==> config.mk <==
export PLATFORM = sky130hd
export DESIGN_NAME = scsi_io_arbiter_flat
export DESIGN_NICKNAME = d
export VERILOG_FILES = /design/src/rtl/scsi_io_arbiter_if.sv /design/src/rtl/scsi_io_arbiter.sv /design/src/flat_wrapper.sv
export SDC_FILE = /design/constraint.sdc
export NUM_CORES = 1
export LEC_CHECK = 0
export CAP_MARGIN = 5
export CORE_UTILIZATION = 45
export DETAILED_ROUTE_END_ITERATION = 8
export HOLD_SLACK_MARGIN = 0.08
export PLACE_DENSITY_LB_ADDON = 0.05
export SYNTH_ARGS = -nofsm -noshare
export SYNTH_HDL_FRONTEND = slang
export SYNTH_SLANG_ARGS = --single-unit
==> constraint.sdc <==
create_clock -name clk -period 3.31 [get_ports clk]
set_input_delay 0.8275 -clock clk [delete_from_list [all_inputs] [get_ports clk]]
set_output_delay 0.8275 -clock clk [all_outputs]
set_load 0.05 [all_outputs]
==> src/rtl/scsi_io_arbiter_if.sv <==
// Signal bundle between the two SCSI targets, the arbiter and the host sector channel.
// The master modport is the arbiter's view; slave is the surrounding environment.
interface scsi_io_arbiter_if;
    logic [1:0]  io_rd;
    logic [1:0]  io_wr;
    logic [31:0] io_lba0;
    logic [31:0] io_lba1;
    logic [1:0]  io_ack;
    logic [15:0] buff_din0;
    logic [15:0] buff_din1;
    logic [1:0]  buff_wr;
    logic [31:0] sd_lba;
    logic        sd_rd;
    logic        sd_wr;
    logic        sd_ack;
    logic        sd_buff_wr;
    logic [15:0] sd_buff_din;
    logic        grant;
    logic        active;
    logic        timeout;

    modport master (
        input  io_rd, io_wr, io_lba0, io_lba1, buff_din0, buff_din1,
        input  sd_ack, sd_buff_wr,
        output io_ack, buff_wr, sd_lba, sd_rd, sd_wr, sd_buff_din,
        output grant, active, timeout
    );

    modport slave (
        output io_rd, io_wr, io_lba0, io_lba1, buff_din0, buff_din1,
        output sd_ack, sd_buff_wr,
        input  io_ack, buff_wr, sd_lba, sd_rd, sd_wr, sd_buff_din,
        input  grant, active, timeout
    );
endinterface

==> src/rtl/scsi_io_arbiter.sv <==
// Round-robin arbiter sharing one host sector channel between two SCSI targets:
// forwards the granted target's request/LBA and steers ack and buffer traffic to it.
module scsi_io_arbiter #(
    parameter logic [23:0] TIMEOUT = 24'hFFFFFF
) (
    input  logic                      clk,
    input  logic                      reset,
    scsi_io_arbiter_if.master         bus
);

    typedef enum logic [1:0] {
        ST_IDLE  = 2'd0,
        ST_ISSUE = 2'd1,
        ST_XFER  = 2'd2,
        ST_DONE  = 2'd3
    } state_t;

    state_t      state_q, state_d;
    logic        grant_q, grant_d;
    logic        rr_next_q, rr_next_d;
    logic        sd_rd_q, sd_rd_d;
    logic        sd_wr_q, sd_wr_d;
    logic [31:0] sd_lba_q, sd_lba_d;
    logic [23:0] wait_cnt_q, wait_cnt_d;
    logic        abort_q, abort_d;

    logic [1:0]  pend_s;
    logic        pick_s;
    logic [1:0]  io_ack_s;
    logic [1:0]  buff_wr_s;
    logic [15:0] sd_buff_din_s;

    // A zero TIMEOUT means wait for the host forever.
    function automatic logic issue_expired(input logic [23:0] cnt);
        return (TIMEOUT != 24'd0) && (cnt == (TIMEOUT - 24'd1));
    endfunction

    // State and datapath registers.
    always_ff @(posedge clk or posedge reset) begin
        if (reset) begin
            state_q    <= ST_IDLE;
            grant_q    <= 1'b0;
            rr_next_q  <= 1'b0;
            sd_rd_q    <= 1'b0;
            sd_wr_q    <= 1'b0;
            sd_lba_q   <= 32'h0000_0000;
            wait_cnt_q <= 24'd0;
            abort_q    <= 1'b0;
        end else begin
            state_q    <= state_d;
            grant_q    <= grant_d;
            rr_next_q  <= rr_next_d;
            sd_rd_q    <= sd_rd_d;
            sd_wr_q    <= sd_wr_d;
            sd_lba_q   <= sd_lba_d;
            wait_cnt_q <= wait_cnt_d;
            abort_q    <= abort_d;
        end
    end

    // Next-state and registered-output computation.
    always_comb begin
        state_d    = state_q;
        grant_d    = grant_q;
        rr_next_d  = rr_next_q;
        sd_rd_d    = sd_rd_q;
        sd_wr_d    = sd_wr_q;
        sd_lba_d   = sd_lba_q;
        wait_cnt_d = wait_cnt_q;
        abort_d    = 1'b0;
        pend_s     = bus.io_rd | bus.io_wr;
        pick_s     = 1'b0;

        case (state_q)
            ST_IDLE: begin
                if (pend_s != 2'b00) begin
                    if (pend_s == 2'b11) begin
                        pick_s = rr_next_q;
                    end else begin
                        pick_s = pend_s[1];
                    end
                    // A target asserting both rd and wr is treated as a read.
                    grant_d    = pick_s;
                    sd_lba_d   = pick_s ? bus.io_lba1 : bus.io_lba0;
                    sd_rd_d    = bus.io_rd[pick_s];
                    sd_wr_d    = ~bus.io_rd[pick_s];
                    wait_cnt_d = 24'd0;
                    state_d    = ST_ISSUE;
                end else begin
                    state_d    = ST_IDLE;
                end
            end
            ST_ISSUE: begin
                if (bus.sd_ack) begin
                    sd_rd_d = 1'b0;
                    sd_wr_d = 1'b0;
                    state_d = ST_XFER;
                end else if (issue_expired(wait_cnt_q)) begin
                    sd_rd_d = 1'b0;
                    sd_wr_d = 1'b0;
                    abort_d = 1'b1;
                    state_d = ST_DONE;
                end else begin
                    wait_cnt_d = wait_cnt_q + 24'd1;
                    state_d    = ST_ISSUE;
                end
            end
            ST_XFER: begin
                if (!bus.sd_ack) begin
                    state_d = ST_DONE;
                end else begin
                    state_d = ST_XFER;
                end
            end
            ST_DONE: begin
                rr_next_d = ~grant_q;
                state_d   = ST_IDLE;
            end
            default: begin
                state_d = ST_IDLE;
            end
        endcase
    end

    // Ack and buffer steering toward the granted target only.
    always_comb begin
        io_ack_s      = 2'b00;
        buff_wr_s     = 2'b00;
        sd_buff_din_s = 16'h0000;
        if (state_q == ST_XFER) begin
            io_ack_s[grant_q]  = bus.sd_ack;
            buff_wr_s[grant_q] = bus.sd_buff_wr;
            sd_buff_din_s      = grant_q ? bus.buff_din1 : bus.buff_din0;
        end else begin
            // abort_q is only ever set during the DONE cycle after a timeout.
            io_ack_s[grant_q]  = abort_q;
        end
    end

    assign bus.io_ack      = io_ack_s;
    assign bus.buff_wr     = buff_wr_s;
    assign bus.sd_buff_din = sd_buff_din_s;
    assign bus.sd_lba      = sd_lba_q;
    assign bus.sd_rd       = sd_rd_q;
    assign bus.sd_wr       = sd_wr_q;
    assign bus.grant       = grant_q;
    assign bus.active      = (state_q != ST_IDLE);
    assign bus.timeout     = abort_q;

endmodule

==> src/flat_wrapper.sv <==
// flat-port wrapper written by rule: the top's interface ports become plain ports
module scsi_io_arbiter_flat 
#(
    parameter logic [23:0] TIMEOUT = 24'hFFFFFF
)
  (clk, reset, bus_io_rd, bus_io_wr, bus_io_lba0, bus_io_lba1, bus_buff_din0, bus_buff_din1, bus_sd_ack, bus_sd_buff_wr, bus_io_ack, bus_buff_wr, bus_sd_lba, bus_sd_rd, bus_sd_wr, bus_sd_buff_din, bus_grant, bus_active, bus_timeout);
  scsi_io_arbiter_if bus_i ();
  input  logic clk;
  input  logic reset;
  input wire logic [$bits(bus_i.io_rd)-1:0] bus_io_rd;
  input wire logic [$bits(bus_i.io_wr)-1:0] bus_io_wr;
  input wire logic [$bits(bus_i.io_lba0)-1:0] bus_io_lba0;
  input wire logic [$bits(bus_i.io_lba1)-1:0] bus_io_lba1;
  input wire logic [$bits(bus_i.buff_din0)-1:0] bus_buff_din0;
  input wire logic [$bits(bus_i.buff_din1)-1:0] bus_buff_din1;
  input wire logic [$bits(bus_i.sd_ack)-1:0] bus_sd_ack;
  input wire logic [$bits(bus_i.sd_buff_wr)-1:0] bus_sd_buff_wr;
  output wire logic [$bits(bus_i.io_ack)-1:0] bus_io_ack;
  output wire logic [$bits(bus_i.buff_wr)-1:0] bus_buff_wr;
  output wire logic [$bits(bus_i.sd_lba)-1:0] bus_sd_lba;
  output wire logic [$bits(bus_i.sd_rd)-1:0] bus_sd_rd;
  output wire logic [$bits(bus_i.sd_wr)-1:0] bus_sd_wr;
  output wire logic [$bits(bus_i.sd_buff_din)-1:0] bus_sd_buff_din;
  output wire logic [$bits(bus_i.grant)-1:0] bus_grant;
  output wire logic [$bits(bus_i.active)-1:0] bus_active;
  output wire logic [$bits(bus_i.timeout)-1:0] bus_timeout;
  assign bus_i.io_rd = bus_io_rd;
  assign bus_i.io_wr = bus_io_wr;
  assign bus_i.io_lba0 = bus_io_lba0;
  assign bus_i.io_lba1 = bus_io_lba1;
  assign bus_i.buff_din0 = bus_buff_din0;
  assign bus_i.buff_din1 = bus_buff_din1;
  assign bus_i.sd_ack = bus_sd_ack;
  assign bus_i.sd_buff_wr = bus_sd_buff_wr;
  assign bus_io_ack = bus_i.io_ack;
  assign bus_buff_wr = bus_i.buff_wr;
  assign bus_sd_lba = bus_i.sd_lba;
  assign bus_sd_rd = bus_i.sd_rd;
  assign bus_sd_wr = bus_i.sd_wr;
  assign bus_sd_buff_din = bus_i.sd_buff_din;
  assign bus_grant = bus_i.grant;
  assign bus_active = bus_i.active;
  assign bus_timeout = bus_i.timeout;
  scsi_io_arbiter #(.TIMEOUT(TIMEOUT)) u_core (.clk(clk), .reset(reset), .bus(bus_i));
endmodule
==> flow_summary.yaml, run 1 <==
synth:
  synthCells: 382
  synth_edf_count: 0
  ys_ff_latch: 63
  synth.avg_cell_area_sq_um: 9.079
  ys_seq_area_share_pct: 45.45
  yosysUniqueCellTypes: 45
  ys_warn_count: 0
  synth_area_sq_mm: 0.003468
  synth_flop_cell: "dfrtp_1"
  synthArstFlopShare_pct: 100.0
  syn-num-nets: 488
cells_and_area:
  layout-drive-gt1-share_pct: 10.07
  fillerInstances: 556
  syn2layout_area_growth_pct: 53.97
  n_antenna_cell: 0
  finish.utilization_pct: 72.46
  nNetsFinal: 647
  seqCellArea_sq_mm: 0.001577
  multi_input_area_sq_mm: 0.001784
grt:
  grt_pass1_wl_um: 16470
  overflow: 0
  grt_use_met1_pct: 31.07
  grt_max_degree: 48
  use_met2_pct: 42.24
  antenna_found_initial: 0
  grt_pass1_vias: 3363
  grt_usage_pct: 25.78
  busiest_layer: "met2"
  grtUsageMet3_pct: 8.968
routing:
  drc: 0
  ant_nets: 0
  viasPerCell: 5.422
  vias: 3497
  drt_iter0_markers: 237
  wl_um: 9920
  firstDrtPassIters: 5
  wl_per_cell_um: 15.38
placed_design:
  dp_hpwl_um: 7464
  globalplace.congestion: 0.8179
  dp_slack_ps: 440.6
  portBuffers: 160
sta:
  setup_tns_ps: 0
  period_minus_slack_ps: 2756
  hold_viol: 0
  clock_skew_ps: 5.782
  worst_hold_slack_ps: 482.0
  maxSlewViolCount: 0
  finalWorstSetupSlack_ps: 554.3
  slew_headroom_pct: 55.87
  worst_slew_pin_slew_ps: 661.0
  setup-violations-final: 0
  rsz0062_at_grt: "false"
  fin_crit_sh_pct: 83.25
  timing.fmax_ghz: 0.3629
setup_path:
  cp.arrival_ps: 1930
  criticalPathCategory: "in -> out"
  end_kind: "primary output"
  critPathBufInv: 2
  start_kind: "input port"
  critPathTopFamily: "buffers and inverters"
  path_max_fanout: 5
  critical-path-max-stage-delay_ps: 560
  path_cells: "clkdlybuf4s50_1 > mux2i_1 > nor2b_1 > buf_12"
  required_ps: 2480
  cp_slowest_cell: "clkdlybuf4s50_1"
clock_tree:
  clk_latency_ps: 330
  post-cts-setup-buffer-count: 0
  clk_path_buf_depth: 2
  cts_tree: "done"
  h-tree-depth: 3
  cts.sinks: 63
  postCtsHoldBufs: 0
  root_buffer: "clkbuf_8"
  cts_resized: 0
  path_clk_slew_ps: 60
  numCtsBuffers: 9
floorplanning:
  ioPinCount: 161
  rows: 31
  die_x_um: 89.79
  die_y_um: 89.79
  die_area_sq_mm: 0.008062
  core-area_sq_mm: 0.007370
  start_util_pct: 47.06
run:
  max_cap_violations: 0
power:
  vdd_drop_max_mv: 0.4819
  pwr_density_cell_mw_per_mm2: 843.3
  p_leak_nw: 2.339
  power.total_mw: 4.503
hold_path:
  hold_class: "reg -> reg"
run_status:
  outcome: "finished, final reports clean"
[worst reg2reg max path, delay by kind of cell, from the launching register on]
kind | cells | cell delay, ps
AO/OA/AOI/OAI | 3 | 580
buffers and inverters | 1 | 250
flip-flops | 1 | 460
AND/OR/NAND/NOR | 2 | 710
[area by class of cell]
| class | count | share of cell area [%] |
|---|---|---|
| Timing Repair Buffer | 169 | 31.02 |
| Clock buffer | 13 | 2.976 |
| Multi-Input combinational cell | 292 | 33.41 |
| Clock inverter | 3 | 0.3280 |
| Inverter | 6 | 0.4217 |
| Tap cell | 99 | 2.320 |
| Sequential cell | 63 | 29.52 |
[synth_stat cells, types with 3 or more instances]
library cell | instances | area share [%]
mux2i_1 | 50 | 14
nor4_1 | 4 | 0.72
nand4_1 | 11 | 2.0
nand3_1 | 8 | 1.2
o31ai_1 | 5 | 1.1
nand2_1 | 54 | 5.8
clkbuf_1 | 15 | 1.6
o21ai_0 | 58 | 8.4
nor3_1 | 3 | 0.43
a21oi_1 | 10 | 1.4
nor2b_1 | 3 | 0.54
and3_1 | 3 | 0.54
inv_1 | 6 | 0.65
dfrtp_1 | 63 | 45
nor2_1 | 37 | 4.0
nand2b_1 | 3 | 0.54
a31oi_1 | 9 | 1.6
[cells in the final DEF (no fill, tap or decap), types with 4 or more instances in the layout]
| cell | instances |
|---|---|
| nand4_1 | 11 |
| dfrtp_1 | 63 |
| clkbuf_8 | 11 |
| clkdlybuf4s50_1 | 140 |
| nor4_1 | 4 |
| mux2i_1 | 50 |
| buf_4 | 26 |
| inv_1 | 5 |
| o31ai_1 | 5 |
| nand2_1 | 54 |
| o21ai_0 | 58 |
| a21oi_1 | 10 |
| nor2_1 | 37 |
| nand3_1 | 8 |
| a31oi_1 | 9 |
[per-layer routing]
layer / vias to the layer above / wire (um)
met4: 0 / 179
met2: 157 / 4925
li1: 1691 / -
met5: - / 0
met1: 1637 / 3928
met3: 12 / 886
[registers in the layout, summed over array words and instances (netlist names), named ones only]
signal / count
u_core.bus.grant: 1
u_core.bus.sd_lba: 32
u_core.bus.sd_rd: 1
u_core.bus.sd_wr: 1
u_core.bus.timeout: 1
u_core.rr_next_q: 1
u_core.state_q: 1
u_core.wait_cnt_q: 24
[stage by stage]
stage          cells  instance area [sq um]
5_1_grt          645                   5340
6_report         645                   5340
3_3_place_gp     629                   5164
4_1_cts          645                   5340
3_5_place_dp     629                   5164
2_1_floorplan    382                   3468
[cell families after synthesis]
family | count (synthesis) | share of synthesized area, %
AND/OR/NAND/NOR | 141 | 19.26
multiplexers | 50 | 14.43
buffers and inverters | 27 | 3.319
AO/OA/AOI/OAI | 99 | 16.81
adder cells (fa/ha/maj) | 2 | 0.7214
flip-flops | 63 | 45.45
[power breakdown]
group | switching, mW | internal (mW) | total [mW]
combinational | 1.78 | 0.940 | 2.72
sequential | 0.153 | 1.02 | 1.17
clock | 0.300 | 0.311 | 0.611
total | 2.24 | 2.27 | 4.50
[path summary, 6_finish.rpt]
kind	startpoint	endpoint	slack (ps)	depth (start not counted)
worst max-delay path	bus_sd_ack	bus_io_ack[1]	550	4
worst min-delay path	u_core.bus.sd_lba[11]	u_core.bus.sd_lba[11]	480	2
worst max register to register	u_core.wait_cnt_q[8]	u_core.wait_cnt_q[3]	1180	6
worst min register to register	u_core.bus.sd_lba[11]	u_core.bus.sd_lba[11]	480	2
max in group asynchronous	reset	u_core.wait_cnt_q[19]	1780	3
min in group asynchronous	reset	u_core.bus.sd_lba[14]	900	2
Power figures use the tool's default switching activity.
==> inputs of run 2 (changes only) <==
Settings changed: CORE_UTILIZATION 45 to 38.
Clock period 3.31 ns to 2.3 ns, I/O delays scaled along.
==> run 2 against run 1 <==
Global-route usage decreased by 3.5 points; worst setup slack lost 500 ps; cell count up 3.4%; non-clock buffer count grew 13; count of clock-buffer cells in the layout shrank 3; first-iteration DRC count down 31%; combinational power is 58% higher; die area rose by 18%; register-to-register slack lost 1100 ps; critical endpoint is now bus_buff_wr[0]; largest power group unchanged.
==> flow_summary.yaml, run 2 (synthesis results as in run 1) <==
run_status:
  outcome: "finished, final reports clean"
hold_path:
  hold_class: "reg -> reg"
  worstHoldEndpoint: "u_core.bus.sd_lba[20]"
  hp-start: "u_core.bus.sd_lba[20]"
  whs_path_depth: 2
setup_path:
  end_kind: "primary output"
  critical-path-max-stage-delay_ps: 450
  start_kind: "flop"
  path_cells: "nand2b_2 > buf_4 > nor3b_4 > buf_12"
  cp_slowest_cell: "dfrtp_2"
  critPathBufInv: 2
  rrSetupSlack_ps: 120
  r2r-end: "u_core.wait_cnt_q[6]"
  path_max_fanout: 10
  required_ps: 1730
  critical_path_depth: 4
  criticalPathCategory: "reg -> out"
  cp.arrival_ps: 1670
  ff2ff_path_depth: 5
  r2r_start: "u_core.wait_cnt_q[10]"
  critPathTopFamily: "simple AND/OR/NAND/NOR gates"
floorplanning:
  core-area_sq_mm: 0.008763
  rows: 34
  die_y_um: 97.54
  die_x_um: 97.54
  start_util_pct: 39.58
  ioPinCount: 161
  die_area_sq_mm: 0.009513
placed_design:
  globalplace.congestion: 0.8409
  portBuffers: 160
  placed_cells: 651
  dp_hpwl_um: 7783
sta:
  clock_skew_ps: 9.798
  worst_hold_slack_ps: 479.9
  worst_slew_pin_slew_ps: 588.2
  setup_tns_ps: 0
  setup-violations-final: 0
  maxSlewViolCount: 0
  timing.fmax_ghz: 0.4450
  fin_crit_sh_pct: 97.70
  hold_viol: 0
  period_minus_slack_ps: 2247
  slew_headroom_pct: 60.78
clock_tree:
  post-cts-setup-buffer-count: 0
  cts.sinks: 63
  clk_path_buf_depth: 2
  cts_resized: 1
  postCtsHoldBufs: 0
  h-tree-depth: 3
  cts_tree: "done"
  root_buffer: "clkbuf_8"
  path_clk_slew_ps: 70
  numCtsBuffers: 9
  clk_latency_ps: 340
grt:
  overflow: 0
  grt_usage_pct: 22.28
  grt_pass1_vias: 3536
  grt_max_degree: 64
  grt_pass1_wl_um: 17060
  antenna_found_initial: 0
cells_and_area:
  nNetsFinal: 660
  largest_register_ffs: 32
  n_antenna_cell: 0
  final_cell_mix: "clkdlybuf4s50_1, dfrtp_1, o21ai_0, nand2_1, mux2i_1"
  fillerInstances: 764
  instances_no_fill: 667
  finish.utilization_pct: 65.79
  final_common_cell: "clkdlybuf4s50_1"
  layout-drive-gt1-share_pct: 16.28
  syn2layout_area_growth_pct: 66.23
power:
  pwr_density_cell_mw_per_mm2: 1194
  vdd_drop_max_mv: 0.6115
  p_leak_nw: 2.472
routing:
  wl_per_cell_um: 15.27
  vias: 3517
  ant_nets: 0
  drt_iter0_markers: 163
  drc: 0
  wl_um: 10190
  viasPerCell: 5.273
  firstDrtPassIters: 4
run:
  max_cap_violations: 0
run 2: cell types whose count changed in the layout (fill, tap and decap cells not counted), sizes merged:
cell	previous run	this run
clkdlybuf4s50	140	138
inv	6	8
clkinvlp	1	2
clkbuf	13	10
buf	29	44
run 2: metal layers:
layer	routed length, um	GRT usage, %	up-vias
li1	-	-	1716
met1	3899	25.99	1651
met2	5326	39.32	146
met3	895	6.259	4
met4	63	7.127	0
met5	0	0	-
run 2: final cells by class:
class                           count  area, sq um  area share (%)
Timing Repair Buffer              182         2012           34.90
Multi-Input combinational cell    292         1838           31.88
Sequential cell                    63         1578           27.37
Clock buffer                       10        137.6           2.387
Tap cell                          108        135.1           2.344
Clock inverter                      6        42.54          0.7378
Inverter                            6        22.52          0.3906
run 2: worst min-delay path: stages, from the launching register on:
cell     delay (ps)
dfrtp_1         350
nand2_1          40
o21ai_0          50
run 2: per-stage QoR:
stage | setup WS (ps) | cell area [sq um] | total power [mW]
finish | 52.98 | 5766 | 6.885
CTS | 16.74 | 5762 | 6.943
detailed placement | -224.5 | 5575 | 6.035
floorplan | 67.68 | 3515 | 4.383
global route | -13.41 | 5766 | 7.292
global placement | -124.0 | 5575 | 5.952
run 2: how the worst max path moves through the flow:
| stage | startpoint | end |
|---|---|---|
| floorplan | u_core.bus.grant | bus_sd_buff_din[10] |
| global placement | bus_sd_ack | u_core.wait_cnt_q[11] |
| detailed placement | bus_sd_ack | u_core.wait_cnt_q[11] |
| CTS | u_core.state_q[0] | bus_buff_wr[0] |
| global route | u_core.state_q[0] | bus_buff_wr[0] |
| finish | u_core.state_q[0] | bus_buff_wr[0] |
run 2: where the power goes:
part | switching, mW | leakage [nW] | internal (mW) | total (mW)
clock network | 0.464 | 0.0891 | 0.424 | 0.888
registers | 0.221 | 0.813 | 1.46 | 1.68
logic | 2.67 | 1.57 | 1.64 | 4.31
